### src/rtl/rtc_mux_bus_engine_if.sv
// rtl/rtc_mux_bus_engine_if.sv - host handshake and RTC pin bundle for rtc_mux_bus_engine
//
// Purpose: groups the host transaction handshake and the multiplexed RTC bus
// pins into one bundle. The engine connects through the slave modport; the
// host (or bench) side uses the master modport.
//
// Signals:
//   req, we, addr, burst_len, wdata  host -> engine transaction request
//   wnext, busy, done                engine -> host handshake pulses/levels
//   rd_valid, rd_data                engine -> host read return
//   ADin                             RTC pins -> engine (bus input)
//   ADout, drv_en, ad, cs, wr, rd    engine -> RTC pins (strobes active low)
interface rtc_mux_bus_engine_if #(
  parameter int DW   = 8,
  parameter int BL_W = 4
) ();
  logic            req;
  logic            we;
  logic [DW-1:0]   addr;
  logic [BL_W-1:0] burst_len;
  logic [DW-1:0]   wdata;
  logic            wnext;
  logic            busy;
  logic            done;
  logic            rd_valid;
  logic [DW-1:0]   rd_data;
  logic [DW-1:0]   ADin;
  logic [DW-1:0]   ADout;
  logic            drv_en;
  logic            ad;
  logic            cs;
  logic            wr;
  logic            rd;

  modport slave (
    input  req, we, addr, burst_len, wdata, ADin,
    output wnext, busy, done, rd_valid, rd_data, ADout, drv_en, ad, cs, wr, rd
  );

  modport master (
    output req, we, addr, burst_len, wdata, ADin,
    input  wnext, busy, done, rd_valid, rd_data, ADout, drv_en, ad, cs, wr, rd
  );
endinterface

### src/rtl/rtc_mux_bus_engine.sv
// rtl/rtc_mux_bus_engine.sv - transaction engine for the multiplexed address/data RTC bus
//
// Purpose: runs single or burst reads/writes on the RTC ad/cs/wr/rd bus with
// parametrised strobe, turnaround and recovery timing, stepping the register
// address once per beat.
//
// Ports:
//   clock  system clock
//   reset  synchronous, active-high reset (aborts any beat in progress)
//   bus    rtc_mux_bus_engine_if.slave: host handshake + RTC pins
//
// Every beat is sequenced by r_off, the index of the current edge within the
// beat (1 = E1, the edge that drops ad). Each strobe change is decoded from
// the offset of the edge being taken (w_n); r_state only selects which group
// of offsets is live so read and write timelines cannot interfere.
module rtc_mux_bus_engine #(
  parameter int DW       = 8,
  parameter int BL_W     = 4,
  parameter int T_STB    = 6,
  parameter int T_TURN   = 8,
  parameter int T_REC    = 10,
  parameter int ADDR_DEC = 1
) (
  input  logic                 clock,
  input  logic                 reset,
  rtc_mux_bus_engine_if.slave  bus
);

  // Last strobe-changing edge of each beat type; recovery counts from here.
  localparam int N_RD_LAST = 7 + 2 * T_STB + T_TURN;
  localparam int N_WR_LAST = 9 + 2 * T_STB;
  localparam int N_MAX     = ((N_RD_LAST > N_WR_LAST) ? N_RD_LAST : N_WR_LAST) + T_REC + 1;
  localparam int CW        = $clog2(N_MAX + 1);

  typedef logic [CW-1:0] off_t;

  // Address phase, shared by reads and writes.
  localparam off_t O_AD_LO    = off_t'(1);
  localparam off_t O_CS_LO    = off_t'(2);
  localparam off_t O_WR_LO    = off_t'(3);
  localparam off_t O_WR_HI    = off_t'(3 + T_STB);
  localparam off_t O_CS_HI    = off_t'(4 + T_STB);
  localparam off_t O_AD_HI    = off_t'(5 + T_STB);
  // Read data phase: bus released at O_AD_HI, then turnaround before cs.
  localparam off_t O_R_CS_LO  = off_t'(5 + T_STB + T_TURN);
  localparam off_t O_R_RD_LO  = off_t'(6 + T_STB + T_TURN);
  localparam off_t O_R_RD_HI  = off_t'(6 + 2 * T_STB + T_TURN);
  localparam off_t O_R_CS_HI  = off_t'(N_RD_LAST);
  // Write data phase: engine keeps driving, data replaces the address.
  localparam off_t O_W_CS_LO  = off_t'(6 + T_STB);
  localparam off_t O_W_WR_LO  = off_t'(7 + T_STB);
  localparam off_t O_W_WR_HI  = off_t'(7 + 2 * T_STB);
  localparam off_t O_W_CS_HI  = off_t'(8 + 2 * T_STB);
  localparam off_t O_W_REL    = off_t'(N_WR_LAST);
  // Edge that either opens the next beat or completes the transaction.
  localparam off_t O_R_END    = off_t'(N_RD_LAST + T_REC + 1);
  localparam off_t O_W_END    = off_t'(N_WR_LAST + T_REC + 1);

  localparam logic [2:0] S_IDLE = 3'd0;
  localparam logic [2:0] S_ADDR = 3'd1;
  localparam logic [2:0] S_RDAT = 3'd2;
  localparam logic [2:0] S_WDAT = 3'd3;
  localparam logic [2:0] S_REC  = 3'd4;

  logic [2:0]      r_state;
  off_t            r_off;
  logic [BL_W-1:0] r_beats_left;
  logic            r_we;
  logic [DW-1:0]   r_addr;

  logic            r_ad;
  logic            r_cs;
  logic            r_wr;
  logic            r_rd;
  logic [DW-1:0]   r_adout;
  logic            r_drv_en;
  logic            r_busy;
  logic            r_done;
  logic            r_rd_valid;
  logic            r_wnext;
  logic [DW-1:0]   r_rd_data;

  off_t            w_n;
  off_t            w_end;
  logic [DW-1:0]   w_addr_step;

  assign w_n   = r_off + off_t'(1);
  assign w_end = r_we ? O_W_END : O_R_END;
  // Natural modulo-2^DW wrap gives 0x00 -> 0xFF and 0xFF -> 0x00.
  assign w_addr_step = (ADDR_DEC != 0) ? (r_addr - DW'(1)) : (r_addr + DW'(1));

  always_ff @(posedge clock) begin
    if (reset) begin
      r_state      <= S_IDLE;
      r_off        <= '0;
      r_beats_left <= '0;
      r_we         <= 1'b0;
      r_addr       <= '0;
      r_ad         <= 1'b1;
      r_cs         <= 1'b1;
      r_wr         <= 1'b1;
      r_rd         <= 1'b1;
      r_adout      <= '1;
      r_drv_en     <= 1'b0;
      r_busy       <= 1'b0;
      r_done       <= 1'b0;
      r_rd_valid   <= 1'b0;
      r_wnext      <= 1'b0;
      r_rd_data    <= '0;
    end else begin
      // Single-cycle pulses fall unless re-asserted below.
      r_done     <= 1'b0;
      r_rd_valid <= 1'b0;
      r_wnext    <= 1'b0;

      case (r_state)
        S_IDLE: begin
          if (bus.req) begin
            r_we         <= bus.we;
            r_addr       <= bus.addr;
            r_beats_left <= (bus.burst_len == '0) ? BL_W'(1) : bus.burst_len;
            r_busy       <= 1'b1;
            r_off        <= '0;
            r_state      <= S_ADDR;
          end
        end

        S_ADDR: begin
          r_off <= w_n;
          if (w_n == O_AD_LO) r_ad <= 1'b0;
          if (w_n == O_CS_LO) r_cs <= 1'b0;
          if (w_n == O_WR_LO) begin
            r_wr     <= 1'b0;
            r_adout  <= r_addr;
            r_drv_en <= 1'b1;
          end
          if (w_n == O_WR_HI) r_wr <= 1'b1;
          if (w_n == O_CS_HI) r_cs <= 1'b1;
          if (w_n == O_AD_HI) begin
            r_ad <= 1'b1;
            if (r_we) begin
              // wdata is taken here; wnext tells the host to present the next byte.
              r_adout <= bus.wdata;
              r_wnext <= 1'b1;
              r_state <= S_WDAT;
            end else begin
              // Release the bus so the RTC can drive it after the turnaround.
              r_adout  <= '1;
              r_drv_en <= 1'b0;
              r_state  <= S_RDAT;
            end
          end
        end

        S_RDAT: begin
          r_off <= w_n;
          if (w_n == O_R_CS_LO) r_cs <= 1'b0;
          if (w_n == O_R_RD_LO) r_rd <= 1'b0;
          if (w_n == O_R_RD_HI) begin
            r_rd       <= 1'b1;
            r_rd_data  <= bus.ADin;
            r_rd_valid <= 1'b1;
          end
          if (w_n == O_R_CS_HI) begin
            r_cs    <= 1'b1;
            r_state <= S_REC;
          end
        end

        S_WDAT: begin
          r_off <= w_n;
          if (w_n == O_W_CS_LO) r_cs <= 1'b0;
          if (w_n == O_W_WR_LO) r_wr <= 1'b0;
          if (w_n == O_W_WR_HI) r_wr <= 1'b1;
          if (w_n == O_W_CS_HI) r_cs <= 1'b1;
          if (w_n == O_W_REL) begin
            r_drv_en <= 1'b0;
            r_adout  <= '1;
            r_state  <= S_REC;
          end
        end

        S_REC: begin
          r_off <= w_n;
          if (w_n == w_end) begin
            if (r_beats_left <= BL_W'(1)) begin
              r_done       <= 1'b1;
              r_busy       <= 1'b0;
              r_beats_left <= '0;
              r_off        <= '0;
              r_state      <= S_IDLE;
            end else begin
              // This edge is E1 of the following beat.
              r_beats_left <= r_beats_left - BL_W'(1);
              r_addr       <= w_addr_step;
              r_off        <= O_AD_LO;
              r_ad         <= 1'b0;
              r_state      <= S_ADDR;
            end
          end
        end

        default: begin
          r_state <= S_IDLE;
          r_off   <= '0;
        end
      endcase
    end
  end

  assign bus.ad       = r_ad;
  assign bus.cs       = r_cs;
  assign bus.wr       = r_wr;
  assign bus.rd       = r_rd;
  assign bus.ADout    = r_adout;
  assign bus.drv_en   = r_drv_en;
  assign bus.busy     = r_busy;
  assign bus.done     = r_done;
  assign bus.rd_valid = r_rd_valid;
  assign bus.wnext    = r_wnext;
  assign bus.rd_data  = r_rd_data;

endmodule
### src/flat_wrapper.sv
// flat-port wrapper written by rule: the top's interface ports become plain ports
module rtc_mux_bus_engine_flat 
#(
  parameter int DW       = 8,
  parameter int BL_W     = 4,
  parameter int T_STB    = 6,
  parameter int T_TURN   = 8,
  parameter int T_REC    = 10,
  parameter int ADDR_DEC = 1
)
  (clock, reset, bus_req, bus_we, bus_addr, bus_burst_len, bus_wdata, bus_ADin, bus_wnext, bus_busy, bus_done, bus_rd_valid, bus_rd_data, bus_ADout, bus_drv_en, bus_ad, bus_cs, bus_wr, bus_rd);
  rtc_mux_bus_engine_if #(.DW(DW), .BL_W(BL_W)) bus_i ();
  input  logic clock;
  input  logic reset;
  input wire logic [$bits(bus_i.req)-1:0] bus_req;
  input wire logic [$bits(bus_i.we)-1:0] bus_we;
  input wire logic [$bits(bus_i.addr)-1:0] bus_addr;
  input wire logic [$bits(bus_i.burst_len)-1:0] bus_burst_len;
  input wire logic [$bits(bus_i.wdata)-1:0] bus_wdata;
  input wire logic [$bits(bus_i.ADin)-1:0] bus_ADin;
  output wire logic [$bits(bus_i.wnext)-1:0] bus_wnext;
  output wire logic [$bits(bus_i.busy)-1:0] bus_busy;
  output wire logic [$bits(bus_i.done)-1:0] bus_done;
  output wire logic [$bits(bus_i.rd_valid)-1:0] bus_rd_valid;
  output wire logic [$bits(bus_i.rd_data)-1:0] bus_rd_data;
  output wire logic [$bits(bus_i.ADout)-1:0] bus_ADout;
  output wire logic [$bits(bus_i.drv_en)-1:0] bus_drv_en;
  output wire logic [$bits(bus_i.ad)-1:0] bus_ad;
  output wire logic [$bits(bus_i.cs)-1:0] bus_cs;
  output wire logic [$bits(bus_i.wr)-1:0] bus_wr;
  output wire logic [$bits(bus_i.rd)-1:0] bus_rd;
  assign bus_i.req = bus_req;
  assign bus_i.we = bus_we;
  assign bus_i.addr = bus_addr;
  assign bus_i.burst_len = bus_burst_len;
  assign bus_i.wdata = bus_wdata;
  assign bus_i.ADin = bus_ADin;
  assign bus_wnext = bus_i.wnext;
  assign bus_busy = bus_i.busy;
  assign bus_done = bus_i.done;
  assign bus_rd_valid = bus_i.rd_valid;
  assign bus_rd_data = bus_i.rd_data;
  assign bus_ADout = bus_i.ADout;
  assign bus_drv_en = bus_i.drv_en;
  assign bus_ad = bus_i.ad;
  assign bus_cs = bus_i.cs;
  assign bus_wr = bus_i.wr;
  assign bus_rd = bus_i.rd;
  rtc_mux_bus_engine #(.DW(DW), .BL_W(BL_W), .T_STB(T_STB), .T_TURN(T_TURN), .T_REC(T_REC), .ADDR_DEC(ADDR_DEC)) u_core (.clock(clock), .reset(reset), .bus(bus_i));
endmodule
### config.mk
export PLATFORM = sky130hd
export DESIGN_NAME = rtc_mux_bus_engine_flat
export DESIGN_NICKNAME = d
export VERILOG_FILES = /design/src/rtl/rtc_mux_bus_engine_if.sv /design/src/rtl/rtc_mux_bus_engine.sv /design/src/flat_wrapper.sv
export SDC_FILE = /design/constraint.sdc
export NUM_CORES = 1
export LEC_CHECK = 0
export CORE_MARGIN = 2
export CORE_UTILIZATION = 45
export CTS_BUF_LIST = sky130_fd_sc_hd__clkbuf_4
export DETAILED_ROUTE_END_ITERATION = 6
export PLACE_DENSITY = 0.77
export SYNTH_ARGS = -nofsm -noshare
export SYNTH_HDL_FRONTEND = slang
export SYNTH_SLANG_ARGS = --single-unit
### constraint.sdc
create_clock -name clock -period 3.1 [get_ports clock]
set_clock_uncertainty 0.2 [all_clocks]
set_input_delay 0.465 -clock clock [delete_from_list [all_inputs] [get_ports clock]]
set_output_delay 0.465 -clock clock [all_outputs]
set_load 0.02 [all_outputs]
==> metrics.yaml <==
run_status:
  status: "finished, final reports clean"
hold_path:
  min_path_type: "reg -> reg"
  worstHoldEndpoint: "u_core.bus.rd"
  hp-start: "u_core.bus.rd"
  hold_depth: 2
clocking:
  numClockSinks: 47
  cts_tree: "built"
  cts-root-buf: "clkbuf_4"
  cts_resized: 0
  holdBufCountCts: 0
  clock_latency_ns: 0.38
  clk_pin_slew_ns: 0.15
  cts_buffers: 5
  post_cts_buffers: 0
  clock_path_buffers: 2
  htreeDepth: 2
routing:
  via_count: 2887
  dr.first_iter.drc_count: 222
  drt-pass1-iter-count: 4
  ant_nets: 0
  drc: 0
  routedWlPerCell_um: 15.0
  drt-vias-per-instance: 5.80
  routed_wirelength_mm: 7.48
power:
  clkPwrFrac_pct: 14.1
  p_comb_share_pct: 47.2
  seqPwrFrac_pct: 38.7
  switching_share_pct: 42.0
  powerDensity_nw_per_um2: 595
  p_leak_nw: 1.39
  p_int_mw: 1.25
  vdd_drop_max_uv: 333
  switchingPower_uw: 904
global_routing:
  grt_pass1_vias: 2782
  antenna_found_initial: 0
  grt_max_degree: 51
  grt_overflow: 0
  grt_use_total_pct: 21.6
  grt_pass1_wl_mm: 12.8
logic_synthesis:
  ys.flop_type: "dfxtp_1"
  ys_ff_latch: 47
  synth_cell_types: 59
  synth_edf_count: 0
  synth_most_common_cell: "nor2_1"
  synth_area_leaders: "dfxtp_1 (32%), mux2i_1 (7.6%), nor2_1 (6.3%), a21oi_1 (5.5%), ha_1 (3.4%)"
  yosysWarnings: 0
  ys_async_sr_fraction_pct: 0
  syn-num-nets: 411
  syn_area_um2: 2920
  synth_top_area_share_pct: 32.3
  syn_area_per_cell_um2: 7.86
  synth_top_area_cell: "dfxtp_1"
  ys_seq_area_share_pct: 32.3
  syn-instance-count: 371
  synthTopCellsByCount: "nor2_1 (49), dfxtp_1 (47), a21oi_1 (32), mux2i_1 (22), nand2_1 (22)"
worst_setup_path:
  worstReg2RegStart: "u_core.r_off[0]"
  reg2reg_depth: 7
  path_class: "reg -> reg"
  worstPathCellList: "inv_1 > ha_1 > or3b_4 > a221oi_4 > a21o_1 > nand2_1 > o31ai_1"
  crit_slowest_cell: "dfxtp_1"
  worstPathArrival_ns: 2.94
  cp.required_ns: 3.19
  cp-end-kind: "register"
  critPathLaunchType: "register"
  worst-path-max-fanout: 9
  cp_slowest_stage_delay_ns: 0.51
  r2r_end: "u_core.r_addr[7]"
  rrSetupSlack_ns: 0.26
layout:
  synthToLayoutAreaGrowth_pct: 23.8
  antenna_cells: 0
  layout-drive-gt1-share_pct: 8.31
  final_nets: 460
timing:
  fmax_mhz: 352
  period_needed_ns: 2.84
  report.final.slew_viol_count: 0
  final.setup.tns_ns: 0
  hold_viol: 0
  setup_viol: 0
  period_share_pct: 91.7
  slew_headroom_pct: 48.0
  fin_ws_ns: 0.257
  tightest_slew_ns: 0.774
  rsz0062_at_grt: "no"
place:
  gp_congestion: 0.880
  port_buffers: 56
  dp_slack_ns: 0.327
  hpwl_mm: 5.43
floorplanning:
  start_util_pct: 46.2
  fp-row-count: 29
  io_pins: 57
  die_y_um: 84.5
  die_w_um: 84.5
  design.core.area_um2: 6310
  dieArea_um2: 7140
job:
  maxCapViolCount: 0
layout by cell type, fill, tap and decap left out, types with 3 or more instances in the layout:
cell and instances:
a211oi_1 5, a21bo_2 3, a21oi_1 32, a31oi_1 3, buf_4 12, clkbuf_4 6
clkdlybuf4s50_1 56, dfxtp_1 47, ha_1 8, inv_1 11, mux2i_1 22, nand2_1 22
nand2b_1 11, nand3_1 12, nand3b_1 3, nand4_1 4, nor2_1 49, nor2b_1 7
nor3_1 11, nor4_1 3, o211ai_1 3, o21ai_0 19, o22ai_1 4, o31ai_1 6
or3_1 8, or3b_2 6, xnor2_1 3
power by group through the flow:
stage          clock (mW)  combinational [mW]  sequential, mW
6_report            0.304                1.02           0.831
5_1_grt             0.339                1.13           0.849
4_1_cts             0.313                1.01           0.829
3_5_place_dp            0                1.00           0.842
3_3_place_gp            0               0.979           0.839
2_1_floorplan           0               0.714           0.815
flip-flops by register name (all words and copies together), names as in the netlist, 3 cells and up:
| signal | count |
|---|---|
| u_core.r_state | 3 |
| u_core.r_addr | 8 |
| u_core.r_off | 6 |
| u_core.bus.rd_data | 8 |
| u_core.bus.ADout | 8 |
| u_core.r_beats_left | 4 |
area by class of cell:
class	count	area, um2
fillers	638	2700
multi-input cells	286	1820
flip-flops and latches	47	941
repair buffers	68	651
well taps	77	96.3
clock buffers	6	45.0
inverters	12	45.0
clock inverters	2	12.5
metal layers:
metal | wire length, um | up-vias | GRT usage, % | part of all wire [%]
met4 | 139 | 0 | 7.22 | 1.9
met1 | 3490 | 1335 | 29.5 | 47
met5 | 0 | - | 0 | 0
li1 | - | 1443 | - | -
met3 | 375 | 12 | 4.23 | 5.0
met2 | 3470 | 97 | 34.3 | 46
cell families after synthesis:
| group | Yosys count | share of synthesized area, % |
|---|---|---|
| compound gates | 101 | 23.4 |
| xor+xnor | 5 | 1.50 |
| fa+ha+maj | 8 | 3.43 |
| buf+inv | 38 | 5.32 |
| flops | 47 | 32.3 |
| mux | 22 | 7.55 |
| simple gates | 150 | 26.6 |
through the flow:
stage | area [um2] | power [mW] | hold WS (ns) | utilization, % | instances
6_report | 3610 | 2.15 | 0.302 | 57.2 | 498
5_1_grt | 3610 | 2.32 | 0.333 | 57.2 | 498
4_1_cts | 3610 | 2.15 | 0.304 | 57.2 | 498
3_5_place_dp | 3550 | 1.84 | 0.288 | 56.3 | 490
3_3_place_gp | 3550 | 1.82 | 0.273 | 56.3 | 490
2_1_floorplan | 2920 | 1.53 | 0.261 | - | 371
worst max-delay path: cells and delay by family, from the launching register on:
family	cells	cell delay [ns]
adder cells (fa/ha/maj)	1	0.34
flip-flops	1	0.51
buffers and inverters	1	0.17
AND/OR/NAND/NOR	2	0.56
AO/OA/AOI/OAI	3	0.98
worst max path at each step:
stage	start	end	slack, ns	cells after the start
final	u_core.r_off[0]	u_core.r_addr[7]	0.26	7
after global placement	u_core.r_off[2]	u_core.r_off[1]	0.38	6
after CTS	u_core.r_off[0]	u_core.r_addr[7]	0.29	7
after detailed placement	u_core.r_off[0]	u_core.r_addr[7]	0.33	7
after global routing	u_core.r_off[2]	u_core.r_off[1]	0.04	6
after floorplan	u_core.r_off[0]	u_core.r_beats_left[2]	0.44	8
Power figures use the tool's default switching activity.
